$ cat src/rtl/vending_pkg.sv
// ============================================================================
// Module      : vending_pkg
// Description : Shared constants, dispenser state encoding and tens clamp.
// Revision    : 1.0 - initial release
// ============================================================================
`default_nettype none

package vending_pkg;

   localparam logic [9:0] DROP_TEN  = 10'h3FF;
   localparam logic [9:0] DROP_FIVE = 10'b1111100000;
   localparam logic [9:0] DROP_NONE = 10'h000;
   localparam logic [3:0] MAX_TENS  = 4'd9;

   typedef enum logic [1:0] {
      DISP_IDLE = 2'd0,
      DISP_DROP = 2'd1,
      DISP_GAP  = 2'd2,
      DISP_DONE = 2'd3
   } disp_state_e;

   function automatic logic [3:0] clamp_tens(input logic [3:0] tens);
      return (tens > MAX_TENS) ? MAX_TENS : tens;
   endfunction

endpackage

`default_nettype wire

$ cat src/rtl/change_dispenser_if.sv
// ============================================================================
// Module      : change_dispenser_if
// Description : Request handshake and payout status between controller and
//               change dispenser.
// Revision    : 1.0 - initial release
// ============================================================================
`default_nettype none

interface change_dispenser_if;
   logic       req_valid;
   logic [3:0] req_tens;
   logic       req_five;
   logic       req_ready;
   logic [9:0] drop_money;
   logic       busy;
   logic       done;
   logic [3:0] remain_tens;
   logic       remain_five;

   modport master (
      output req_valid, req_tens, req_five,
      input  req_ready, drop_money, busy, done, remain_tens, remain_five
   );

   modport slave (
      input  req_valid, req_tens, req_five,
      output req_ready, drop_money, busy, done, remain_tens, remain_five
   );
endinterface

`default_nettype wire

$ cat src/rtl/change_dispenser_tick_gen.sv
// ============================================================================
// Module      : tick_gen
// Description : Prescaler; tick is high on the last cycle of each TICK_DIV
//               period. Synchronous clear restarts the period.
// Revision    : 1.0 - initial release
// ============================================================================
`default_nettype none

module tick_gen #(
   parameter int TICK_DIV = 67108864
) (
   input  wire logic clk,
   input  wire logic rst,
   input  wire logic i_clear,
   output logic      o_tick
);

   localparam int                c_CW   = $clog2(TICK_DIV);
   localparam logic [c_CW-1:0]   c_LAST = c_CW'(TICK_DIV - 1);

   logic [c_CW-1:0] r_count;

   assign o_tick = (r_count == c_LAST);

   always_ff @(posedge clk) begin
      if (rst || i_clear || o_tick) begin
         r_count <= '0;
      end else begin
         r_count <= r_count + 1'b1;
      end
   end

endmodule

`default_nettype wire

$ cat src/rtl/change_dispenser.sv
// ============================================================================
// Module      : change_dispenser
// Description : Pays out a tens/five change amount one coin per tick period.
//               Define CHANGE_DISPENSE_GAP_EN to insert dark gaps between coins.
// Revision    : 1.0 - initial release
// ============================================================================
`default_nettype none

module change_dispenser
   import vending_pkg::*;
#(
   parameter int TICK_DIV = 67108864
) (
   input  wire logic          clk,
   input  wire logic          rst,
   change_dispenser_if.slave  bus
);

   localparam logic [1:0] c_ST_IDLE = DISP_IDLE;
   localparam logic [1:0] c_ST_DROP = DISP_DROP;
   localparam logic [1:0] c_ST_DONE = DISP_DONE;
`ifdef CHANGE_DISPENSE_GAP_EN
   localparam logic [1:0] c_ST_GAP  = DISP_GAP;
`endif

   logic [1:0] r_state;
   logic [3:0] r_tens;
   logic       r_five;
   logic [9:0] r_drop;
   logic       r_busy;
   logic       r_done;
   logic       r_ready;

   logic       w_tick;
   logic       w_clear;
   logic       w_accept;
   logic       w_more;
   logic [3:0] w_req_tens;
   logic [9:0] w_next_drop;
   logic [3:0] w_next_tens;
   logic       w_next_five;

   assign w_accept   = bus.req_valid && r_ready;
   assign w_req_tens = clamp_tens(bus.req_tens);
   assign w_more     = (r_tens != 4'd0) || r_five;
   // The prescaler only runs while a coin or gap is being timed.
   assign w_clear    = (r_state == c_ST_IDLE) || (r_state == c_ST_DONE);

   always_comb begin
      w_next_drop = DROP_FIVE;
      w_next_tens = r_tens;
      w_next_five = 1'b0;
      if (r_tens != 4'd0) begin
         w_next_drop = DROP_TEN;
         w_next_tens = r_tens - 4'd1;
         w_next_five = r_five;
      end
   end

   tick_gen #(
      .TICK_DIV (TICK_DIV)
   ) u_tick_gen (
      .clk     (clk),
      .rst     (rst),
      .i_clear (w_clear),
      .o_tick  (w_tick)
   );

   always_ff @(posedge clk) begin
      if (rst) begin
         r_state <= c_ST_IDLE;
         r_tens  <= 4'd0;
         r_five  <= 1'b0;
         r_drop  <= DROP_NONE;
         r_busy  <= 1'b0;
         r_done  <= 1'b0;
         r_ready <= 1'b1;
      end else begin
         r_done <= 1'b0;
         case (r_state)
            c_ST_IDLE: begin
               if (w_accept) begin
                  r_ready <= 1'b0;
                  r_busy  <= 1'b1;
                  if (w_req_tens != 4'd0) begin
                     r_tens  <= w_req_tens - 4'd1;
                     r_five  <= bus.req_five;
                     r_drop  <= DROP_TEN;
                     r_state <= c_ST_DROP;
                  end else if (bus.req_five) begin
                     r_tens  <= 4'd0;
                     r_five  <= 1'b0;
                     r_drop  <= DROP_FIVE;
                     r_state <= c_ST_DROP;
                  end else begin
                     r_tens  <= 4'd0;
                     r_five  <= 1'b0;
                     r_done  <= 1'b1;
                     r_state <= c_ST_DONE;
                  end
               end
            end

            c_ST_DROP: begin
               if (w_tick) begin
                  if (!w_more) begin
                     r_drop  <= DROP_NONE;
                     r_done  <= 1'b1;
                     r_state <= c_ST_DONE;
                  end else begin
`ifdef CHANGE_DISPENSE_GAP_EN
                     r_drop  <= DROP_NONE;
                     r_state <= c_ST_GAP;
`else
                     // Contiguous coins: same pattern reloads with no dark cycle.
                     r_drop  <= w_next_drop;
                     r_tens  <= w_next_tens;
                     r_five  <= w_next_five;
`endif
                  end
               end
            end

`ifdef CHANGE_DISPENSE_GAP_EN
            c_ST_GAP: begin
               if (w_tick) begin
                  r_drop  <= w_next_drop;
                  r_tens  <= w_next_tens;
                  r_five  <= w_next_five;
                  r_state <= c_ST_DROP;
               end
            end
`endif

            c_ST_DONE: begin
               r_busy  <= 1'b0;
               r_ready <= 1'b1;
               r_state <= c_ST_IDLE;
            end

            default: begin
               r_drop  <= DROP_NONE;
               r_busy  <= 1'b0;
               r_ready <= 1'b1;
               r_state <= c_ST_IDLE;
            end
         endcase
      end
   end

   assign bus.req_ready   = r_ready;
   assign bus.drop_money  = r_drop;
   assign bus.busy        = r_busy;
   assign bus.done        = r_done;
   assign bus.remain_tens = r_tens;
   assign bus.remain_five = r_five;

endmodule

`default_nettype wire

$ cat src/flat_wrapper.sv
// flat-port wrapper written by rule: the top's interface ports become plain ports
module change_dispenser_flat import vending_pkg::*;
#(
   parameter int TICK_DIV = 67108864
)
  (clk, rst, bus_req_valid, bus_req_tens, bus_req_five, bus_req_ready, bus_drop_money, bus_busy, bus_done, bus_remain_tens, bus_remain_five);
  change_dispenser_if bus_i ();
  input  wire logic clk;
  input  wire logic rst;
  input wire logic [$bits(bus_i.req_valid)-1:0] bus_req_valid;
  input wire logic [$bits(bus_i.req_tens)-1:0] bus_req_tens;
  input wire logic [$bits(bus_i.req_five)-1:0] bus_req_five;
  output wire logic [$bits(bus_i.req_ready)-1:0] bus_req_ready;
  output wire logic [$bits(bus_i.drop_money)-1:0] bus_drop_money;
  output wire logic [$bits(bus_i.busy)-1:0] bus_busy;
  output wire logic [$bits(bus_i.done)-1:0] bus_done;
  output wire logic [$bits(bus_i.remain_tens)-1:0] bus_remain_tens;
  output wire logic [$bits(bus_i.remain_five)-1:0] bus_remain_five;
  assign bus_i.req_valid = bus_req_valid;
  assign bus_i.req_tens = bus_req_tens;
  assign bus_i.req_five = bus_req_five;
  assign bus_req_ready = bus_i.req_ready;
  assign bus_drop_money = bus_i.drop_money;
  assign bus_busy = bus_i.busy;
  assign bus_done = bus_i.done;
  assign bus_remain_tens = bus_i.remain_tens;
  assign bus_remain_five = bus_i.remain_five;
  change_dispenser #(.TICK_DIV(TICK_DIV)) u_core (.clk(clk), .rst(rst), .bus(bus_i));
endmodule
$ cat config.mk
export PLATFORM = sky130hd
export DESIGN_NAME = change_dispenser_flat
export DESIGN_NICKNAME = d
export VERILOG_FILES = /design/src/rtl/vending_pkg.sv /design/src/rtl/change_dispenser_if.sv /design/src/rtl/change_dispenser_tick_gen.sv /design/src/rtl/change_dispenser.sv /design/src/flat_wrapper.sv
export SDC_FILE = /design/constraint.sdc
export NUM_CORES = 1
export LEC_CHECK = 0
export CAP_MARGIN = 10
export CORE_ASPECT_RATIO = 0.7
export CORE_MARGIN = 2
export CORE_UTILIZATION = 52
export CTS_CLUSTER_SIZE = 25
export DETAILED_ROUTE_END_ITERATION = 8
export GPL_ROUTABILITY_DRIVEN = 1
export GPL_TIMING_DRIVEN = 0
export PLACE_DENSITY = 0.76
export SLEW_MARGIN = 20
export SYNTH_ARGS = -nofsm -noshare
export SYNTH_HDL_FRONTEND = slang
export SYNTH_SLANG_ARGS = --single-unit
$ cat constraint.sdc
create_clock -name clk -period 2.3 [get_ports clk]
set_input_delay 0.46 -clock clk [delete_from_list [all_inputs] [get_ports clk]]
set_output_delay 0.46 -clock clk [all_outputs]
set_load 0.02 [all_outputs]
# Word-level counts from Yosys, hierarchy flattened
# Cells that the tools add are included.
# totals
regBits	46
in_bits	8
output_inout_bits	18
word_cells	74
# op_classes
n_bitwise	2
add_sub_neg	3
mux	36
eq_ne	10
n_reduce_logical	14
n_lt_le_gt_ge	1
# op_table
operator	n
two-way mux 10 bit	5
case mux 10 bit (3 select lines)	1
adder 26 x 1 -> 26 bit, second input constant	1
equality test 26 bit, second input constant	1
two-way mux 4 bit	6
two-way mux 1 bit	12
two-way mux 2 bit	5
AND reduction 5 bit	2
case mux 1 bit (2 select lines)	4
case mux 4 bit (2 select lines)	1
nonzero test 4 bit	2
subtractor 4 x 1 -> 4 bit, second input constant	2
inequality test 2 x 1 -> 1 bit, second input constant	3
inequality test 2 bit, second input constant	3
two-way mux 5 bit	1
greater-than comparator 4 bit, second input constant	1
logical OR 1 bit	4
case mux 2 bit (2 select lines)	1
AND reduction 4 bit	1
inequality test 3 bit, second input constant	1
AND reduction 3 bit	1
equality test 2 x 1 -> 1 bit, second input constant	1
equality test 2 bit, second input constant	1
logical NOT 2 bit	1
other kinds (4)	5

# Depth between registers and ports, before layout
# depth
depth_word	6
mapped_depth	8
ltp_nobuf	7

# Cells and area by module
# From an unflattened synthesis, not the netlist that was laid out.
# unflattened
hier_cells	240
area_unflattened_um2	2015.7
# modules_own_cells
mod	seq_area_each_um2	cells_per_inst	n_inst	area_each_um2
tick_gen	520.5	140	1	1219.9
change_dispenser	240.2	100	1	795.8

# Least setup slack after synthesis
# OpenSTA, ideal clock, no wires.
# synth_path
path_kind	register -> register
startpoint	reg u_core.r_tens[0], in the netlist u_core.bus.remain_tens[0]
endpoint	reg u_core.r_tens[2], in the netlist u_core.bus.remain_tens[2]
slack_ps	442
period_less_slack_ps	1858
setup_ps	101
arrival_time_ps	1757
t_required_ps	2199
stages_incl_launch_ff	8
path_buffers	0
cell_sequence	dfxtp_1 -> inv_1 -> ha_1 -> or3b_1 -> and2_1 -> a31oi_1 -> or4_1 -> o41ai_1
# synth_between
elab_chain_cells	5
elab_cells_between_ends	10
classes_between	1 x add/sub; 2 x eq/ne; 4 x mux; 3 x reduce/logical
# synth_rtl
item	line	text
start, declared	change_dispenser.sv:27	logic [3:0] r_tens;
start signal, assigned	change_dispenser.sv:86	r_tens <= w_req_tens - 4'd1;
start signal, assigned	change_dispenser.sv:117	r_tens <= w_next_tens;
subtractor 4 x 1 -> 4 bit	change_dispenser.sv:55	w_next_tens = r_tens - 4'd1;
two-way mux 4 bit	change_dispenser.sv:53	if (r_tens != 4'd0) begin
two-way mux 4 bit	change_dispenser.sv:106	if (!w_more) begin
two-way mux 4 bit	change_dispenser.sv:105	if (w_tick) begin
case mux 4 bit (2 select lines)	change_dispenser.sv:80	case (r_state)
# Parallel ways exist; a longest one is shown, timed or not. The select of a mux whose other input is x is not followed.
# A chain may end at the register's enable or synchronous reset.

# Worst setup path after layout
# layout_path
startpoint	reg u_core.u_tick_gen.r_count[0]
endpoint	reg u_core.r_tens[2], in the netlist u_core.bus.remain_tens[2]
# layout_between
elab_chain_cells	3
# layout_rtl
item	line	text
start, declared	change_dispenser_tick_gen.sv:21	logic [c_CW-1:0] r_count;
start signal, assigned	change_dispenser_tick_gen.sv:29	r_count <= r_count + 1'b1;
equality test 26 bit	change_dispenser_tick_gen.sv:23	assign o_tick = (r_count == c_LAST);
inequality test 2 bit (no line)	-	
AND reduction 5 bit (no line)	-	
# No other way between the ends.

==> qor.csv <==
stage;metric;value;unit
status;outcome;finished clean;
timing;Tcrit/Tclk final;0.9312;
placement;PortBufs;25;
clocking;clock slew at reported path FFs;0.07;ns
floorplan;# rows;18;
critical_path;CP startpoint kind;register;
synth;register area share after synthesis;0.3905;
placement;HPWL after DPL;3.035;mm
detailed_routing;ANT nets after route;0;
clocking;Hold Buf Count CTS;0;
layout;ANT cells;0;
clocking;CTS Buf Count;5;
critical_path;nature of the critical path endpoint;register;
critical_path;CP Data Required Time;2.45;ns
clocking;TritonCTS clock tree;done;
synth;syn_nets;244;
placement;# placed instances;305;
detailed_routing;DRT iter0 DRCs;121;
global_route;number of global-route vias before repair;1430;
timing;slew at the pin with the worst max-slew slack;0.6611;ns
placement;placed instance area;2261;µm²
clocking;Bufs on Longest Clock Path;2;
clocking;root buf cell;clkbuf_8;
synth;largest area contributor in the netlist;dfxtp_1;
clocking;cts repair resizes;0;
floorplan;I/O pin total;26;
run;MaxCap Viol Count;0;
critical_path;CP peak stage delay;0.52;ns
synth;most frequent cells after synthesis;nor2_1 (40), dfxtp_1 (38), nand2_1 (15), xor2_1 (15), inv_1 (11);
placement;routability cong.;0.9270;
synth;synthesized area;1948;µm²
timing;Fin. Hold Viols;0;
synth;most instantiated library cell after synthesis;nor2_1;
pwr;Peak VDD IR;0.6841;mV
critical_path;critical path class;register to register;
layout;Design Area, Final;2376;µm²
detailed_routing;detailed-route wire length;4.000;mm
timing;fmax;0.4669;GHz
timing;Setup violations, final;0;
detailed_routing;Post-route DRC;0;
pwr;Power Dens Cells;1134;nW/µm²
detailed_routing;drt pass-1 iters;4;
floorplan;die width;77.16;µm
clocking;CTS Sinks;38;
global_route;Overflow after GRT;0;
global_route;first-pass GRT wire length;6.762;mm
synth;Netlist cell types;45;
synth;Synth Warn #;0;
critical_path;crit path cell chain;ha_1 -> nand3_2 -> nor4_4 -> a31oi_1 -> or4_1 -> o41ai_1;
timing;final setup margin;0.1582;ns
layout;Area Growth Syn to Fin;21.97;%
clocking;postcts setup bufs;0;
timing;RSZ-0062 raised after global routing;false;
synth;mean cell area of the mapped netlist;8.470;µm²
critical_path;CP max stage cell;or4_1;
synth;Synth top area share;0.3905;
detailed_routing;vias per inst;5.364;
timing;max-slew violation count;0;
critical_path;Worst EP arrival;2.29;ns
synth;commonest register cell after synthesis;dfxtp_1;
timing;Setup Skew;0.003508;ns
synth;Mapped Cells;230;
synth;Synth Register Bits;38;
detailed_routing;via count;1679;
critical_path;CP Max Fanout;6;
global_route;initial antenna violation count;0;
floorplan;die area;4260;µm²
timing;Rel. slew slack;0.5559;
floorplan;Core ar.;3558;µm²
synth;Post-synth EDFFs;0;
clocking;clk_lat worst skew;0.29;ns
floorplan;initial core utilization;0.5475;
global_route;largest net degree at the start of global routing;12;
placement;pre-CTS setup slack;-0.1346;ns
layout;Post-Layout Cell Count;313;
timing;post-layout minimum cycle time;2.142;ns
pwr;P_leak;0.8696;nW
layout;Layout Nets;276;
layout;layout cells sized above 1;0.09125;
floorplan;die height;55.21;µm
clocking;number of H-tree levels;2;
min_path;HP Class;register to register;
synth;FFs w/ async S/R, synth;0;
synth;Synth area leaders;dfxtp_1 (39%), nor2_1 (7.7%), xor2_1 (6.7%);
global_route;Total GRT Usage;0.1975;
detailed_routing;wire per inst;12.78;µm
-- worst max-delay path, delay by kind of cell (launching register included) --
kind                       cells  cell delay, ns
DFF                            1            0.37
AOI/OAI and AO/OA              2            0.36
and+or+nand+nor                3            1.05
adders and majority gates      1            0.21
-- power breakdown --
group          total (mW)  switching [mW]  internal [mW]  leakage (nW)
Combinational        1.30           0.719          0.584         0.504
Clock               0.526           0.223          0.302        0.0575
Sequential          0.865           0.106          0.759         0.308
-- final cells by class --
| type | count | area (µm²) |
|---|---|---|
| buffer | 12 | 77.57 |
| tap | 50 | 62.56 |
| sequential | 38 | 760.7 |
| timing repair buffer | 25 | 250.2 |
| clock buffer | 8 | 110.1 |
| multi-input combinational | 169 | 1074 |
| inverter | 11 | 41.29 |
| fill | 335 | 1182 |
-- flip-flops by register name, indices dropped and copies added (netlist names) --
| signal | flops |
|---|---|
| u_core.bus.req_ready | 1 |
| u_core.bus.done | 1 |
| u_core.bus.drop_money | 2 |
| u_core.u_tick_gen.r_count | 26 |
| u_core.r_state | 2 |
| u_core.bus.remain_five | 1 |
| u_core.bus.busy | 1 |
| u_core.bus.remain_tens | 4 |
-- metrics by stage --
| stage | power (mW) | setup TNS, ns | util | hold WS (ns) |
|---|---|---|---|---|
| floorplan | 1.693 | 0 | - | 0.4295 |
| global placement | 2.144 | -0.4056 | 0.6354 | 0.4488 |
| detailed placement | 2.158 | -0.3389 | 0.6354 | 0.4585 |
| CTS | 2.688 | 0 | 0.6663 | 0.4751 |
| global route | 2.859 | 0 | 0.6677 | 0.4990 |
| finish | 2.694 | 0 | 0.6677 | 0.4642 |
-- path summary, 6_finish.rpt --
kind,end,depth (start not counted),slack [ns],from
worst max-delay path,u_core.bus.remain_tens[2],6,0.16,u_core.u_tick_gen.r_count[0]
worst max register to register,u_core.bus.remain_tens[2],6,0.16,u_core.u_tick_gen.r_count[0]
worst min register to register,u_core.u_tick_gen.r_count[0],1,0.46,u_core.u_tick_gen.r_count[0]
worst min-delay path,u_core.u_tick_gen.r_count[0],1,0.46,u_core.u_tick_gen.r_count[0]
-- metal layers --
metal  wire length [µm]  GRT usage  vias up
li1                   -          -      854
met1               2241     0.3230      760
met2               1441     0.2447       59
met3                270    0.04902        6
met4                 46    0.06122        0
met5                  0          0        -
-- placed cells by master, fill, tap and decap left out, drive strengths merged, types with 2 or more instances in the layout --
| cell | Yosys | routed |
|---|---|---|
| a21boi | 2 | 2 |
| nor2b | 2 | 2 |
| or4 | 4 | 4 |
| inv | 11 | 11 |
| and3 | 3 | 3 |
| nor2 | 40 | 40 |
| ha | 6 | 6 |
| xnor2 | 10 | 10 |
| nand2 | 16 | 16 |
| xor2 | 15 | 15 |
| a21oi | 7 | 7 |
| o21a | 3 | 3 |
| nor4 | 3 | 3 |
| dfxtp | 38 | 38 |
| and4 | 2 | 2 |
| buf | 10 | 10 |
| clkdlybuf4s50 | 0 | 25 |
| o31ai | 2 | 2 |
| a31oi | 3 | 3 |
| or3 | 3 | 3 |
| nor3 | 6 | 6 |
| clkbuf | 2 | 10 |
| o21ai | 9 | 9 |
| nand4 | 8 | 8 |
| nand3 | 10 | 10 |
-- kinds of logic after synthesis --
| logic type | after synthesis | synth area share |
|---|---|---|
| AO/OA/AOI/OAI | 33 | 0.1092 |
| AND/OR/NAND/NOR | 105 | 0.2884 |
| flip-flops | 38 | 0.3905 |
| adder cells (fa/ha/maj) | 6 | 0.03853 |
| buffers and inverters | 23 | 0.06102 |
| XOR/XNOR | 25 | 0.1124 |
(Power assumes the default switching activity.)
